===== src/rtl/crm_diag_pkg.sv =====
`default_nettype none
// ============================================================================
// Module      : crm_diag_pkg
// Description : Shared types and constants for the CRAM diagnostic load /
//               verify sequencer (state encoding, diag function bases,
//               address and slice-counter widths).
// Revision    : 1.0 - initial release
// ============================================================================
package crm_diag_pkg;

    // CRA address width
    localparam int C_ADR_W = 11;

    // Slice counter width; supports up to 32 slices per microword
    localparam int C_CNT_W = 5;

    // Diagnostic function bases; the slice number is added to these
    localparam logic [6:0] C_FUNC_LOAD_BASE = 7'o050;
    localparam logic [6:0] C_FUNC_READ_BASE = 7'o140;

    typedef enum logic [2:0] {
        ST_IDLE     = 3'd0,
        ST_ADR      = 3'd1,
        ST_LOAD     = 3'd2,
        ST_RD_ISSUE = 3'd3,
        ST_RD_WAIT  = 3'd4,
        ST_CHECK    = 3'd5,
        ST_DONE     = 3'd6
    } crm_state_e;

endpackage
`default_nettype wire


===== src/rtl/crm_diag_chk.sv =====
`default_nettype none
// ============================================================================
// Module      : crm_diag_chk
// Description : Read-back checker. On each capture strobe compares the read
//               nibble with the expected nibble (sticky error) and folds the
//               read nibble into a running single-bit XOR parity.
// Revision    : 1.0 - initial release
// ============================================================================
module crm_diag_chk (
    input  logic       clk,
    input  logic       rst,
    input  logic       i_cap,
    input  logic       i_clr,
    input  logic [3:0] i_exp_nib,
    input  logic [3:0] i_rd_nib,
    output logic       o_cmp_err,
    output logic       o_par
);

    logic cmp_err_q, cmp_err_d;
    logic par_q,     par_d;

    // Next-state: clear wins over capture; the compare error is sticky
    always_comb begin
        cmp_err_d = cmp_err_q;
        par_d     = par_q;
        if (i_clr) begin
            cmp_err_d = 1'b0;
            par_d     = 1'b0;
        end else if (i_cap) begin
            cmp_err_d = cmp_err_q | (i_rd_nib != i_exp_nib);
            par_d     = par_q ^ (^i_rd_nib);
        end
    end

    // Checker state registers
    always_ff @(posedge clk or posedge rst) begin
        if (rst) begin
            cmp_err_q <= 1'b0;
            par_q     <= 1'b0;
        end else begin
            cmp_err_q <= cmp_err_d;
            par_q     <= par_d;
        end
    end

    assign o_cmp_err = cmp_err_q;
    assign o_par     = par_q;

endmodule
`default_nettype wire


===== src/rtl/crm_diag_seq.sv =====
`default_nettype none
// ============================================================================
// Module      : crm_diag_seq
// Description : CRAM diagnostic sequencer. Optionally loads an N_SLICE x 4-bit
//               microword slice by slice through the diag load functions,
//               then reads every slice back, compares it and checks the CRAM
//               parity chain (odd parity). Reports via done/err flags.
// Revision    : 1.0 - initial release
// ============================================================================
module crm_diag_seq
    import crm_diag_pkg::*;
#(
    parameter int N_SLICE = 21,
    parameter int RD_LAT  = 2
) (
    input  logic                   clk_crm_h,
    input  logic                   mr_reset_h,
    input  logic                   req_h,
    input  logic                   req_verify_h,
    input  logic [C_ADR_W-1:0]     req_adr_h,
    input  logic [4*N_SLICE-1:0]   req_word_h,
    output logic                   busy_h,
    output logic                   done_h,
    output logic                   err_cmp_h,
    output logic                   err_par_h,
    output logic [C_ADR_W-1:0]     cra_adr_h,
    output logic [6:0]             diag_func_h,
    output logic                   diag_load_h,
    output logic                   diag_read_h,
    output logic [3:0]             diag_wdata_h,
    input  logic [3:0]             ebus_rdata_h,
    input  logic                   cram_par_h
);

    localparam logic [C_CNT_W-1:0] C_LAST = C_CNT_W'(N_SLICE - 1);
    localparam logic [7:0]         C_LAT  = 8'(RD_LAT);

    crm_state_e                 state_q, state_d;
    logic [C_ADR_W-1:0]         adr_q,   adr_d;
    logic [4*N_SLICE-1:0]       word_q,  word_d;
    logic [C_CNT_W-1:0]         k_q,     k_d;
    logic [7:0]                 wait_q,  wait_d;
    logic                       err_par_q, err_par_d;

    logic                       w_cap;
    logic                       w_clr;
    logic                       w_cmp_err;
    logic                       w_par;
    logic [3:0]                 w_slice;
    logic                       w_last;

    assign w_slice = word_q[{k_q, 2'b00} +: 4];
    assign w_last  = (k_q == C_LAST);

    // Next-state and strobe/output decode; every output defaults to idle
    always_comb begin
        state_d      = state_q;
        adr_d        = adr_q;
        word_d       = word_q;
        k_d          = k_q;
        wait_d       = wait_q;
        err_par_d    = err_par_q;
        busy_h       = 1'b1;
        done_h       = 1'b0;
        cra_adr_h    = adr_q;
        diag_func_h  = 7'd0;
        diag_load_h  = 1'b0;
        diag_read_h  = 1'b0;
        diag_wdata_h = 4'd0;
        w_cap        = 1'b0;
        w_clr        = 1'b0;

        case (state_q)
            ST_IDLE: begin
                busy_h    = 1'b0;
                cra_adr_h = '0;
                if (req_h) begin
                    adr_d     = req_adr_h;
                    word_d    = req_word_h;
                    k_d       = '0;
                    wait_d    = '0;
                    err_par_d = 1'b0;
                    w_clr     = 1'b1;
                    state_d   = ST_ADR;
                end
            end
            ST_ADR: begin
                state_d = req_verify_h ? ST_RD_ISSUE : ST_LOAD;
            end
            ST_LOAD: begin
                diag_load_h  = 1'b1;
                diag_func_h  = C_FUNC_LOAD_BASE + {2'b00, k_q};
                diag_wdata_h = w_slice;
                if (w_last) begin
                    k_d     = '0;
                    state_d = ST_RD_ISSUE;
                end else begin
                    k_d = k_q + 1'b1;
                end
            end
            ST_RD_ISSUE: begin
                diag_read_h = 1'b1;
                diag_func_h = C_FUNC_READ_BASE + {2'b00, k_q};
                // With zero latency the data is already on the bus this cycle
                if (RD_LAT == 0) begin
                    w_cap = 1'b1;
                end else begin
                    wait_d  = 8'd1;
                    state_d = ST_RD_WAIT;
                end
            end
            ST_RD_WAIT: begin
                if (wait_q == C_LAT) begin
                    w_cap = 1'b1;
                end else begin
                    wait_d = wait_q + 8'd1;
                end
            end
            ST_CHECK: begin
                err_par_d = err_par_q | (cram_par_h != (w_par ^ 1'b1));
                state_d   = ST_DONE;
            end
            ST_DONE: begin
                // busy stays up through this cycle; it drops as we re-enter IDLE
                done_h  = 1'b1;
                state_d = ST_IDLE;
            end
            default: begin
                state_d = ST_IDLE;
            end
        endcase

        // A captured slice advances the read loop
        if (w_cap) begin
            if (w_last) begin
                k_d     = '0;
                state_d = ST_CHECK;
            end else begin
                k_d     = k_q + 1'b1;
                state_d = ST_RD_ISSUE;
            end
        end
    end

    // State and datapath registers; reset aborts any sequence in flight
    always_ff @(posedge clk_crm_h or posedge mr_reset_h) begin
        if (mr_reset_h) begin
            state_q   <= ST_IDLE;
            adr_q     <= '0;
            word_q    <= '0;
            k_q       <= '0;
            wait_q    <= '0;
            err_par_q <= 1'b0;
        end else begin
            state_q   <= state_d;
            adr_q     <= adr_d;
            word_q    <= word_d;
            k_q       <= k_d;
            wait_q    <= wait_d;
            err_par_q <= err_par_d;
        end
    end

    crm_diag_chk u_chk (
        .clk       (clk_crm_h),
        .rst       (mr_reset_h),
        .i_cap     (w_cap),
        .i_clr     (w_clr),
        .i_exp_nib (w_slice),
        .i_rd_nib  (ebus_rdata_h),
        .o_cmp_err (w_cmp_err),
        .o_par     (w_par)
    );

    assign err_cmp_h = w_cmp_err;
    assign err_par_h = err_par_q;

endmodule
`default_nettype wire


===== config.mk =====
export PLATFORM = sky130hd
export DESIGN_NAME = crm_diag_seq
export DESIGN_NICKNAME = d
export VERILOG_FILES = /design/src/rtl/crm_diag_pkg.sv /design/src/rtl/crm_diag_chk.sv /design/src/rtl/crm_diag_seq.sv
export SDC_FILE = /design/constraint.sdc
export NUM_CORES = 1
export LEC_CHECK = 0
export ABC_CLOCK_PERIOD_IN_PS = 5050
export BUFFER_PORTS_ARGS = -buffer_cell sky130_fd_sc_hd__buf_2
export CELL_PAD_IN_SITES_DETAIL_PLACEMENT = 0
export CELL_PAD_IN_SITES_GLOBAL_PLACEMENT = 1
export CORE_MARGIN = 5
export CORE_UTILIZATION = 35
export DETAILED_ROUTE_END_ITERATION = 8
export GPL_TIMING_DRIVEN = 0
export PLACE_DENSITY = 0.72
export SLEW_MARGIN = 15
export SYNTH_ARGS = -nofsm -noshare
export SYNTH_HDL_FRONTEND = slang
export SYNTH_HIERARCHICAL = 1
export SYNTH_SLANG_ARGS = --single-unit

===== constraint.sdc =====
create_clock -name clk_crm_h -period 5.05 [get_ports clk_crm_h]
set_input_delay 1.01 -clock clk_crm_h [delete_from_list [all_inputs] [get_ports clk_crm_h]]
set_output_delay 1.01 -clock clk_crm_h [all_outputs]
set_load 0.01 [all_outputs]

== Word-level counts from Yosys, hierarchy flattened ==
Cells that the tools add are included.
Widths: inputs -> output; s select.
Word-level totals
  register bits after elaboration: 114
  output and inout port bits: 28
  logic and storage cells: 73
Operators by class
  add/subtract/negate cells: 4
  eq/ne operators: 15
  shifts and indexed selects: 1
  mux-type cells: 30
  bitwise gates (word level): 4
  reductions and logical operators: 11
Operators by type and width (number)
  $shiftx 84x8->4: 1
  $pmux 8 s3: 1
  $pmux 3 s6: 1
  $mux 8: 2
  $mux 5: 3
  $mux 1: 14
  $pmux 7 s2: 1
  $mux 3: 4
  $mux 11: 1
  $pmux 5 s2: 1
  $eq 3x3->1 const B: 3
  $add 8x1->8 const B: 1
  $eq 8x2->1 const B: 1
  $add 6x5->7 const A: 1
  $add 6x6->7 const A: 1
  $eq 3x2->1 const B: 2
  $ne 3x2->1 const B: 2
  $reduce_and 2->1: 3
  $reduce_and 3->1: 2
  $reduce_bool 3->1: 2
  $add 5x1->5 const B: 1
  $eq 5x5->1 const B: 1
  $mux 4: 1
  $ne 2x2->1 const B: 2
  11 further kinds: 13

== Longest topological paths before layout ==
Gate-level depths: netlist (run 1).
  depth after elaboration: 5
  gate-level depth with buffers: 10
  gate-level depth less buffers: 8

== Hierarchy ==
Netlist (run 1), hierarchy kept.
Modules (own cells, without submodules)
  crm_diag_seq: times used 1, cells an instance 437, area each 5561.6 sq um
  crm_diag_chk: times used 1, cells an instance 17, area each 153.9 sq um

== Worst setup path after synthesis (run 1) ==
No wires, ideal clock.
  path kind: register to output
  start point: reg k_q[0]
  end point: out diag_wdata_h[2]
  data arrival time: 1.631 ns
  slack: 2.409 ns
  cell stages (with the launch flop): 7
  buffers on the path: 2
  path through: dfrtp_1 -> buf_2 -> clkbuf_1 -> and2_1 -> a22oi_1 -> a21oi_1 -> o41ai_1
On the way
  longest elaborated chain between the ends: 2
RTL lines
  start: declaration: line crm_diag_seq.sv:41  | logic [C_CNT_W-1:0] k_q, k_d;
  start signal: assignment: line crm_diag_seq.sv:158  | k_q <= k_d;
  $shiftx 84x8->4: line crm_diag_seq.sv:52  | assign w_slice = word_q[{k_q, 2'b00} +: 4];
  $mux 4: line crm_diag_seq.sv:73  | case (state_q)
  end: declaration: line crm_diag_seq.sv:30  | output logic [3:0] diag_wdata_h,
No other way between the ends.

== Final worst setup path (run 1) ==
Ends and elaborated chain as after synthesis.

==> results.json, run 1 <==
{
  "status": "finished clean",
  "hold_violations": 0,
  "tns_ps": 0,
  "synthTopCellsByArea": "dfrtp_1, mux2_2, mux2i_1",
  "finalCritPeriodShare_pct": 75.5,
  "clock_latency_ps": 410,
  "worstMarginPinSlew_ps": 605,
  "setup_violations": 0,
  "combPwrFrac_pct": 39.9,
  "r2r_cells": 8,
  "pwr-share-clk_pct": 27.1,
  "crit_path_end_kind": "output port",
  "synth_most_common_cell": "dfrtp_1",
  "synth_area_sq_um": 5720,
  "die_w_um": 138,
  "hold_path_class": "in -> async",
  "grt_pass1_wl_um": 23900,
  "synthTopCellsByCount": "dfrtp_1, mux2_2, mux2i_1, nand2_1, nor2_1",
  "final_nets": 714,
  "drive_above_1_share_pct": 47.9,
  "timing.rr.end": "k_q[0]",
  "cts_root_buffer": "clkbuf_16",
  "grt_use_met2_pct": 26.1,
  "yosys.area.top_type": "dfrtp_1",
  "gp_congestion": 0.824,
  "switchingPower_mw": 1.58,
  "worst-r2r-setup-slack_ps": 2480,
  "grtUsageTotal_pct": 16.7,
  "die_y_um": 138,
  "area_growth_syn_to_layout_pct": 28.2,
  "hold_buffers": 0,
  "reg2reg_from": "k_q[0]",
  "async_flop_share_pct": 100,
  "grt_max_degree": 70,
  "dp_slack_ps": 1690,
  "ir_worst_vdd_mv": 0.293,
  "vias": 4156,
  "grt-busiest-layer": "met2",
  "hpwl_um": 11500,
  "arrival_ps": 2800,
  "crit_path_start_kind": "flip-flop",
  "critical_path_class": "reg -> out",
  "placed_cell_area_sq_um": 6670,
  "grt_pass1_vias": 4460,
  "design.core.area_sq_um": 15900,
  "fin_util_pct": 46.0,
  "netlist_instances": 454,
  "gr-usage-met3_pct": 4.64,
  "diodes": 0,
  "io_buffers": 131,
  "avgSynthCellArea_sq_um": 12.6,
  "seqPwrFrac_pct": 33.0,
  "drt_iter0_drc": 254,
  "fmax_ghz": 0.262,
  "layout_setup_ws_ps": 1240,
  "wire_per_inst_um": 18.2,
  "ios": 132,
  "clk_pin_slew_ps": 50,
  "synthesis.nets": 563,
  "drcViolationCount": 0,
  "internal-power_mw": 3.22,
  "synth-edff-count": 0,
  "final_cell_area_sq_um": 7330,
  "cts_buffer_depth": 2,
  "rsz0062_at_grt": "false",
  "finalClockSkew_ps": 15.5,
  "crit_start": "k_q[0]",
  "seq_area_frac_synth_pct": 49.9,
  "rows": 46,
  "cts_inserted_buffers": 17,
  "drv_slew": 0,
  "synth.top_cell.area_share_pct": 49.9,
  "cts_setup_buffers": 0,
  "antenna_found_initial": 0,
  "synthFlopType": "dfrtp_1",
  "leakage_nw": 3.28,
  "cts_tree": "yes",
  "ant_nets": 0,
  "ctsHtreeMaxLevel": 4,
  "initial_core_util_pct": 35.8,
  "crit_fanout": 10,
  "cp.required_ps": 4040,
  "ys_seq_elements": 114,
  "p_sw_share_pct": 32.9,
  "max_slew_margin_pct": 59.2,
  "ys_types": 52,
  "grt-ovfl-total": 0,
  "dieArea_sq_um": 19000,
  "post_cts_resized": 0,
  "use_met1_pct": 22.7,
  "wirelength_um": 15100,
  "drtPass1Iterations": 4,
  "numClockSinks": 114,
  "ys_warn_count": 6,
  "via_per_inst": 4.98,
  "period_needed_ps": 3810,
  "maxCapViolCount": 0,
  "power_density_nw_per_um2": 656
}
==> layout by cell type, fill, tap and decap left out, drive strengths merged, types with 8 or more instances in the layout <==
cell / Yosys / routed
buf: 20 / 152
dfrtp: 114 / 114
mux2: 97 / 97
clkbuf: 5 / 24
mux2i: 23 / 23
nand2: 21 / 21
nor2: 19 / 19
and2: 14 / 14
inv: 13 / 13
nand3: 11 / 11
a21oi: 10 / 10
nand2b: 9 / 9
mux4: 9 / 9
o21ai: 8 / 8
xnor2: 8 / 8
==> worst max-delay path, cell delays in order (launching register included) <==
cell	delay, ps
dfrtp_1	350
buf_2	350
clkbuf_1	400
nor2b_1	180
a22oi_1	200
a21oi_1	130
o41ai_1	540
buf_2	240
==> per-stage QoR <==
stage / total power, mW / cells / hold WS [ps]
3_3_place_gp: 3.46 / 801 / 482
2_1_floorplan: 2.94 / 454 / 472
3_5_place_dp: 3.53 / 802 / 488
4_1_cts: 4.86 / 834 / 467
5_1_grt: 5.12 / 834 / 472
6_report: 4.80 / 834 / 481
==> layout make-up <==
cell class | count | area (sq um)
tap | 216 | 270
clock inverter | 13 | 209
fill | 1528 | 8620
multi-input combinational | 302 | 2640
sequential | 114 | 2850
clock buffer | 19 | 443
inverter | 13 | 53.8
timing repair buffer | 132 | 683
buffer | 25 | 173
==> power groups by stage <==
stage	Combinational, mW	Sequential (mW)	Clock, mW
3_3_place_gp	1.89	1.57	0
5_1_grt	2.10	1.64	1.38
2_1_floorplan	1.43	1.51	0
6_report	1.91	1.59	1.30
4_1_cts	1.94	1.59	1.34
3_5_place_dp	1.93	1.60	0
==> layer usage <==
metal	share of wire, %	wire length [um]	up-vias
met3	5.5	839	13
met2	49	7410	111
met5	0	0	-
met4	1.3	197	0
li1	-	-	1960
met1	44	6700	2072
==> cell families (layout without fill, tap and decap cells) <==
kind of cell | count (synthesis) | count (layout) | share of synthesized area, %
XOR/XNOR | 10 | 10 | 1.53
flip-flops | 114 | 114 | 49.9
multiplexers | 129 | 129 | 26.7
adder cells (fa/ha/maj) | 5 | 5 | 1.09
buffers and inverters | 38 | 202 | 3.87
AND/OR/NAND/NOR | 99 | 99 | 9.50
AO/OA/AOI/OAI | 59 | 59 | 7.40
==> worst max path at each step <==
stage | end | slack (ps) | cells past startpoint
after floorplan | adr_q[0] | 1080 | 1
after global placement | word_q[25] | -160 | 2
after detailed placement | diag_wdata_h[2] | 1690 | 7
after CTS | diag_wdata_h[2] | 1230 | 7
after global routing | diag_wdata_h[2] | 1090 | 7
final | diag_wdata_h[2] | 1240 | 7
==> registers in the layout, indices dropped and copies added (netlist names) <==
name,flops
word_q,84
adr_q,11
wait_q,8
k_q,5
state_q,3
err_par_h,1
u_chk/o_cmp_err,1
u_chk/o_par,1
No activity file was read; power rests on OpenSTA's default activity.
==> inputs of run 2 (changes only) <==
--- a/config.mk
+++ b/config.mk
@@ -5,7 +5,7 @@
 export SDC_FILE = /design/constraint.sdc
 export NUM_CORES = 1
 export LEC_CHECK = 0
-export ABC_CLOCK_PERIOD_IN_PS = 5050
+export ABC_CLOCK_PERIOD_IN_PS = 3090
 export BUFFER_PORTS_ARGS = -buffer_cell sky130_fd_sc_hd__buf_2
 export CELL_PAD_IN_SITES_DETAIL_PLACEMENT = 0
 export CELL_PAD_IN_SITES_GLOBAL_PLACEMENT = 1
@@ -13,7 +13,7 @@
 export CORE_UTILIZATION = 35
 export DETAILED_ROUTE_END_ITERATION = 8
 export GPL_TIMING_DRIVEN = 0
-export PLACE_DENSITY = 0.72
+export PLACE_DENSITY = 0.75
 export SLEW_MARGIN = 15
 export SYNTH_ARGS = -nofsm -noshare
 export SYNTH_HDL_FRONTEND = slang
==> constraint.sdc (replaced) <==
create_clock -name clk_crm_h -period 3.09 [get_ports clk_crm_h]
set_input_delay 0.618 -clock clk_crm_h [delete_from_list [all_inputs] [get_ports clk_crm_h]]
set_output_delay 0.618 -clock clk_crm_h [all_outputs]
set_load 0.01 [all_outputs]
==> run 2 against run 1 <==
Against the previous run:
- flip-flop and latch count unchanged
- utilization increased by 0.21 points
- worst hold slack got worse by 390 ps
- clock skew decreased by 2.0 ps
- die area unchanged
- critical path type unchanged
- critical endpoint unchanged
==> results.json, run 2 (synthesis gave the netlist of run 1 again) <==
{
  "period_needed_ps": 2960,
  "setup_violations": 0,
  "area_growth_syn_to_layout_pct": 28.8,
  "gr-usage-met3_pct": 5.41,
  "finalClockSkew_ps": 13.5,
  "clk_pin_slew_ps": 50,
  "drt_iter0_drc": 212,
  "drv_slew": 0,
  "crit_path_start_kind": "flip-flop",
  "ant_nets": 0,
  "worst-r2r-setup-slack_ps": 650,
  "final_nets": 716,
  "largest_register_ffs": 84,
  "max_slew_margin_pct": 63.6,
  "grt_pass1_vias": 4564,
  "use_met1_pct": 21.1,
  "hold_path_class": "in -> async",
  "fmax_ghz": 0.338,
  "holdWs_ps": 92.7,
  "worstMarginPinSlew_ps": 546,
  "io_buffers": 131,
  "hpwl_um": 11600,
  "dieArea_sq_um": 19000,
  "drtPass1Iterations": 5,
  "die_w_um": 138,
  "cts_buffer_depth": 2,
  "maxCapViolCount": 0,
  "cts_setup_buffers": 0,
  "drcViolationCount": 0,
  "diodes": 0,
  "antenna_found_initial": 0,
  "clock_latency_ps": 410,
  "final_cell_mix": "buf_2, dfrtp_1, mux2_2",
  "die_y_um": 138,
  "cp_slowest_stage_delay_ps": 380,
  "critical_path_class": "reg -> out",
  "grt_use_met2_pct": 27.9,
  "ctsHtreeMaxLevel": 4,
  "crit_fanout": 10,
  "arrival_ps": 2340,
  "cts_inserted_buffers": 17,
  "largest-register": "word_q",
  "hold_buffers": 0,
  "initial_core_util_pct": 35.8,
  "final_common_cell": "buf_2",
  "grt_max_degree": 38,
  "grt-busiest-layer": "met2",
  "ios": 132,
  "grt-ovfl-total": 0,
  "vias": 4159,
  "cpMaxStageDelayCell": "dfrtp_1",
  "numClockSinks": 114,
  "rows": 46,
  "crit_path_end_kind": "output port",
  "via_per_inst": 4.97,
  "status": "finished clean",
  "gp_congestion": 0.816,
  "grt_pass1_wl_um": 24000,
  "hold_violations": 0,
  "finalCritPeriodShare_pct": 95.9,
  "cts_root_buffer": "clkbuf_16",
  "worstPathCellList": "buf_4 -> clkbuf_4 -> and2_1 -> a22oi_1 -> a21oi_2 -> o41ai_4 -> buf_2",
  "top_regs": "word_q: 84 flops, adr_q: 11 flops, wait_q: 8 flops",
  "leakage_nw": 3.29,
  "power_density_nw_per_um2": 1060,
  "drive_above_1_share_pct": 48.7,
  "grtUsageTotal_pct": 16.8,
  "ir_worst_vdd_mv": 0.527,
  "power_mw": 7.78,
  "cp.required_ps": 2470,
  "wire_per_inst_um": 18.1,
  "design.core.area_sq_um": 15900,
  "wirelength_um": 15100,
  "cts_tree": "yes"
}
run 2: cell count changes in the layout (fill, tap and decap cells not counted), sizes merged:
cell | previous run | this run
clkbuf | 24 | 27
bufinv | 5 | 3
inv | 13 | 14
run 2: final timing paths:
kind,startpoint,endpoint,cells after the start
worst max-delay path,k_q[0],diag_wdata_h[2],7
worst min-delay path,mr_reset_h,u_chk/o_cmp_err,2
worst max register to register,k_q[1],u_chk/o_cmp_err,10
worst min register to register,adr_q[7],adr_q[7],1
max in group asynchronous,mr_reset_h,adr_q[10],4
min in group clk_crm_h,req_word_h[74],word_q[74],3
run 2: what timing repair did:
action | in CTS | in global routing
endpoints found under the setup margin | 1 | 3
hold endpoints to repair | 0 | 0
pin swaps | 0 | 1
gates resized for setup | 2 | 10
run 2: power breakdown:
part	internal (mW)	leakage (nW)	switching, mW
registers	2.20	1.38	0.378
logic	1.66	1.61	1.53
clock network	1.31	0.297	0.709
total	5.17	3.29	2.61
run 2: worst max-delay path, delay by kind of cell, from the launching register on:
kind | cells | cell delay, ps
compound gates | 3 | 740
buf+inv | 3 | 620
flops | 1 | 380
simple gates | 1 | 210
run 2: stage by stage:
stage	setup slack, ps	TNS [ps]	utilization [%]	std cells	cell area, sq um
5_1_grt	-1.17	-1.17	46.2	836	7360
2_1_floorplan	841	0	-	454	5720
3_3_place_gp	160	0	41.7	801	6650
4_1_cts	5.42	0	46.0	836	7330
6_report	127	0	46.2	836	7360
3_5_place_dp	121	0	42.1	804	6710
run 2: area by class of cell:
class	count	area [sq um]
tap	216	270
timing repair buffer	134	716
sequential	114	2850
buffer	25	188
clock inverter	12	155
inverter	13	52.6
fill	1508	8580
clock buffer	20	457
multi-input combinational	302	2670
run 2: routing by layer:
metal | share of wire (%) | wire, um | up-vias
met4 | 0.73 | 110 | 0
met2 | 51 | 7730 | 109
met5 | 0 | 0 | -
li1 | - | - | 1964
met3 | 5.4 | 812 | 7
met1 | 43 | 6490 | 2079
==> inputs of run 3 (changes only) <==
--- a/config.mk
+++ b/config.mk
@@ -9,8 +9,10 @@
 export BUFFER_PORTS_ARGS = -buffer_cell sky130_fd_sc_hd__buf_2
 export CELL_PAD_IN_SITES_DETAIL_PLACEMENT = 0
 export CELL_PAD_IN_SITES_GLOBAL_PLACEMENT = 1
+export CORE_ASPECT_RATIO = 0.7
 export CORE_MARGIN = 5
 export CORE_UTILIZATION = 35
+export CTS_BUF_LIST = sky130_fd_sc_hd__clkbuf_16
 export DETAILED_ROUTE_END_ITERATION = 8
 export GPL_TIMING_DRIVEN = 0
 export PLACE_DENSITY = 0.75
==> run 3 against run 2 <==
Against the previous run:
- flip-flop and latch count unchanged
- non-clock buffer count stayed put
- die area is 0.21% higher
- cell count is 1.1% higher
- sequential share of layout area is 0.066 points higher
- sequential power about the same
- clock power barely moved
- critical endpoint is now diag_wdata_h[1]
==> results.json, run 3 (synthesis gave the netlist of run 1 again) <==
{
  "status": "finished clean",
  "critical_path_class": "reg -> out",
  "critPathTopFamily": "buffers and inverters",
  "clk_pin_slew_ps": 60,
  "worstPathCellList": "buf_2 -> clkbuf_4 -> mux2i_1 -> a22oi_1 -> nand4_1 -> a31oi_1 -> buf_2",
  "max_slew_margin_pct": 62.1,
  "largest_register_ffs": 84,
  "crit_fanout": 10,
  "drcViolationCount": 0,
  "vias": 4231,
  "maxCapViolCount": 0,
  "drt_iter0_drc": 201,
  "gr-usage-met3_pct": 4.80,
  "finalClockSkew_ps": 13.2,
  "via_per_inst": 5.01,
  "cts_inserted_buffers": 17,
  "wirelength_um": 15500,
  "fmax_ghz": 0.333,
  "holdWs_ps": 70.7,
  "ios": 132,
  "numClockSinks": 114,
  "drtPass1Iterations": 5,
  "nFillCells": 1493,
  "wire_per_inst_um": 18.3,
  "grtUsageTotal_pct": 17.0,
  "antenna_found_initial": 1,
  "use_met1_pct": 24.5,
  "cp_slowest_stage_delay_ps": 330,
  "hold_path_class": "in -> async",
  "reg2reg_from": "k_q[0]",
  "cpMaxStageDelayCell": "clkbuf_4",
  "leakage_nw": 3.29,
  "arrival_ps": 2390,
  "top_regs": "word_q: 84 flops, adr_q: 11 flops, wait_q: 8 flops",
  "die_w_um": 163,
  "diodes": 0,
  "crit_start": "k_q[2]",
  "die_y_um": 117,
  "hpwl_um": 11900,
  "grt_use_met2_pct": 25.1,
  "initial_core_util_pct": 35.4,
  "ant_nets": 0,
  "rows": 39,
  "drive_above_1_share_pct": 48.7,
  "cp.required_ps": 2470,
  "critPathBufInv": 3,
  "design.core.area_sq_um": 16200,
  "worstMarginPinSlew_ps": 564,
  "drv_slew": 0,
  "final_cell_mix": "buf_2, dfrtp_1, mux2_2",
  "setup_violations": 0,
  "io_buffers": 131,
  "largest-register": "word_q",
  "hold_violations": 0,
  "final_nets": 716,
  "ir_worst_vdd_mv": 0.467,
  "ctsHtreeMaxLevel": 4,
  "area_growth_syn_to_layout_pct": 28.5,
  "cts_buffer_depth": 2,
  "rsz0062_at_grt": "false",
  "grt-ovfl-total": 0,
  "cts_tree": "yes",
  "crit_path_start_kind": "flip-flop",
  "hold_buffers": 0,
  "grt_pass1_wl_um": 24600,
  "tns_ps": 0,
  "grt-busiest-layer": "met2",
  "gp_congestion": 0.857,
  "grt_max_degree": 37,
  "finalCritPeriodShare_pct": 97.2,
  "crit_path_end_kind": "output port",
  "period_needed_ps": 3000,
  "grt_pass1_vias": 4576,
  "cts_setup_buffers": 0,
  "cpMostUsedCell": "buf_2",
  "cts_root_buffer": "clkbuf_16",
  "power_density_nw_per_um2": 1060,
  "dieArea_sq_um": 19000,
  "final_common_cell": "buf_2",
  "clock_latency_ps": 420
}
-- run 3: cell count changes in the layout (fill, tap and decap cells not counted), sizes merged --
cell / before / now
clkbuf: 27 / 24
clkinv: 5 / 7
inv: 14 / 15
-- run 3: where the power goes --
part           total, mW  internal [mW]  switching (mW)  leakage (nW)
Sequential          2.58           2.20           0.381          1.38
Clock               2.00           1.27           0.732         0.292
Combinational       3.19           1.64            1.56          1.62
-- run 3: path summary, 6_finish.rpt --
check	end	slack, ps	depth (start not counted)
worst max-delay path	diag_wdata_h[1]	90	7
worst min-delay path	u_chk/o_cmp_err	70	2
worst max register to register	u_chk/o_cmp_err	590	10
worst min register to register	adr_q[10]	500	1
max in group asynchronous	word_q[42]	2110	4
min in group clk_crm_h	word_q[74]	410	3
-- run 3: worst reg2reg max path, stage by stage, from the launching register on --
cell,delay [ps]
dfrtp_1,380
buf_4,210
clkbuf_2,210
and2_1,230
a22oi_1,230
a21oi_1,150
o31ai_1,510
xnor2_1,180
nand4_1,110
a21oi_1,150
nor2_1,60
-- run 3: what timing repair did --
item / 4_1_cts / 5_1_grt
setup endpoints to repair: 3 / 1
cloned: 0 / 0
gates resized for setup: 4 / 4
-- run 3: final cells by class --
type	count	area (sq um)	area share, %
plain buffers	25	183	2.49
clock inverters	15	180	2.45
inverters	13	52.6	0.715
well taps	225	282	3.83
flip-flops and latches	114	2850	38.8
repair buffers	134	716	9.74
clock buffers	17	425	5.79
multi-input cells	302	2660	36.2
-- run 3: through the flow --
step / power (mW) / instance area, sq um / setup slack [ps] / cells / utilization [%]
CTS: 7.86 / 7340 / 43.1 / 845 / 45.4
detailed placement: 5.79 / 6720 / 254 / 813 / 41.6
floorplan: 4.81 / 5720 / 841 / 454 / -
global placement: 5.69 / 6660 / 237 / 810 / 41.2
finish: 7.78 / 7350 / 85.1 / 845 / 45.5
global route: 8.29 / 7350 / 9.21 / 845 / 45.5
-- run 3: metal layers --
metal	vias up	part of all wire, %
li1	1975	-
met1	2110	50
met2	128	44
met3	16	5.5
met4	2	0.85
met5	-	0.10
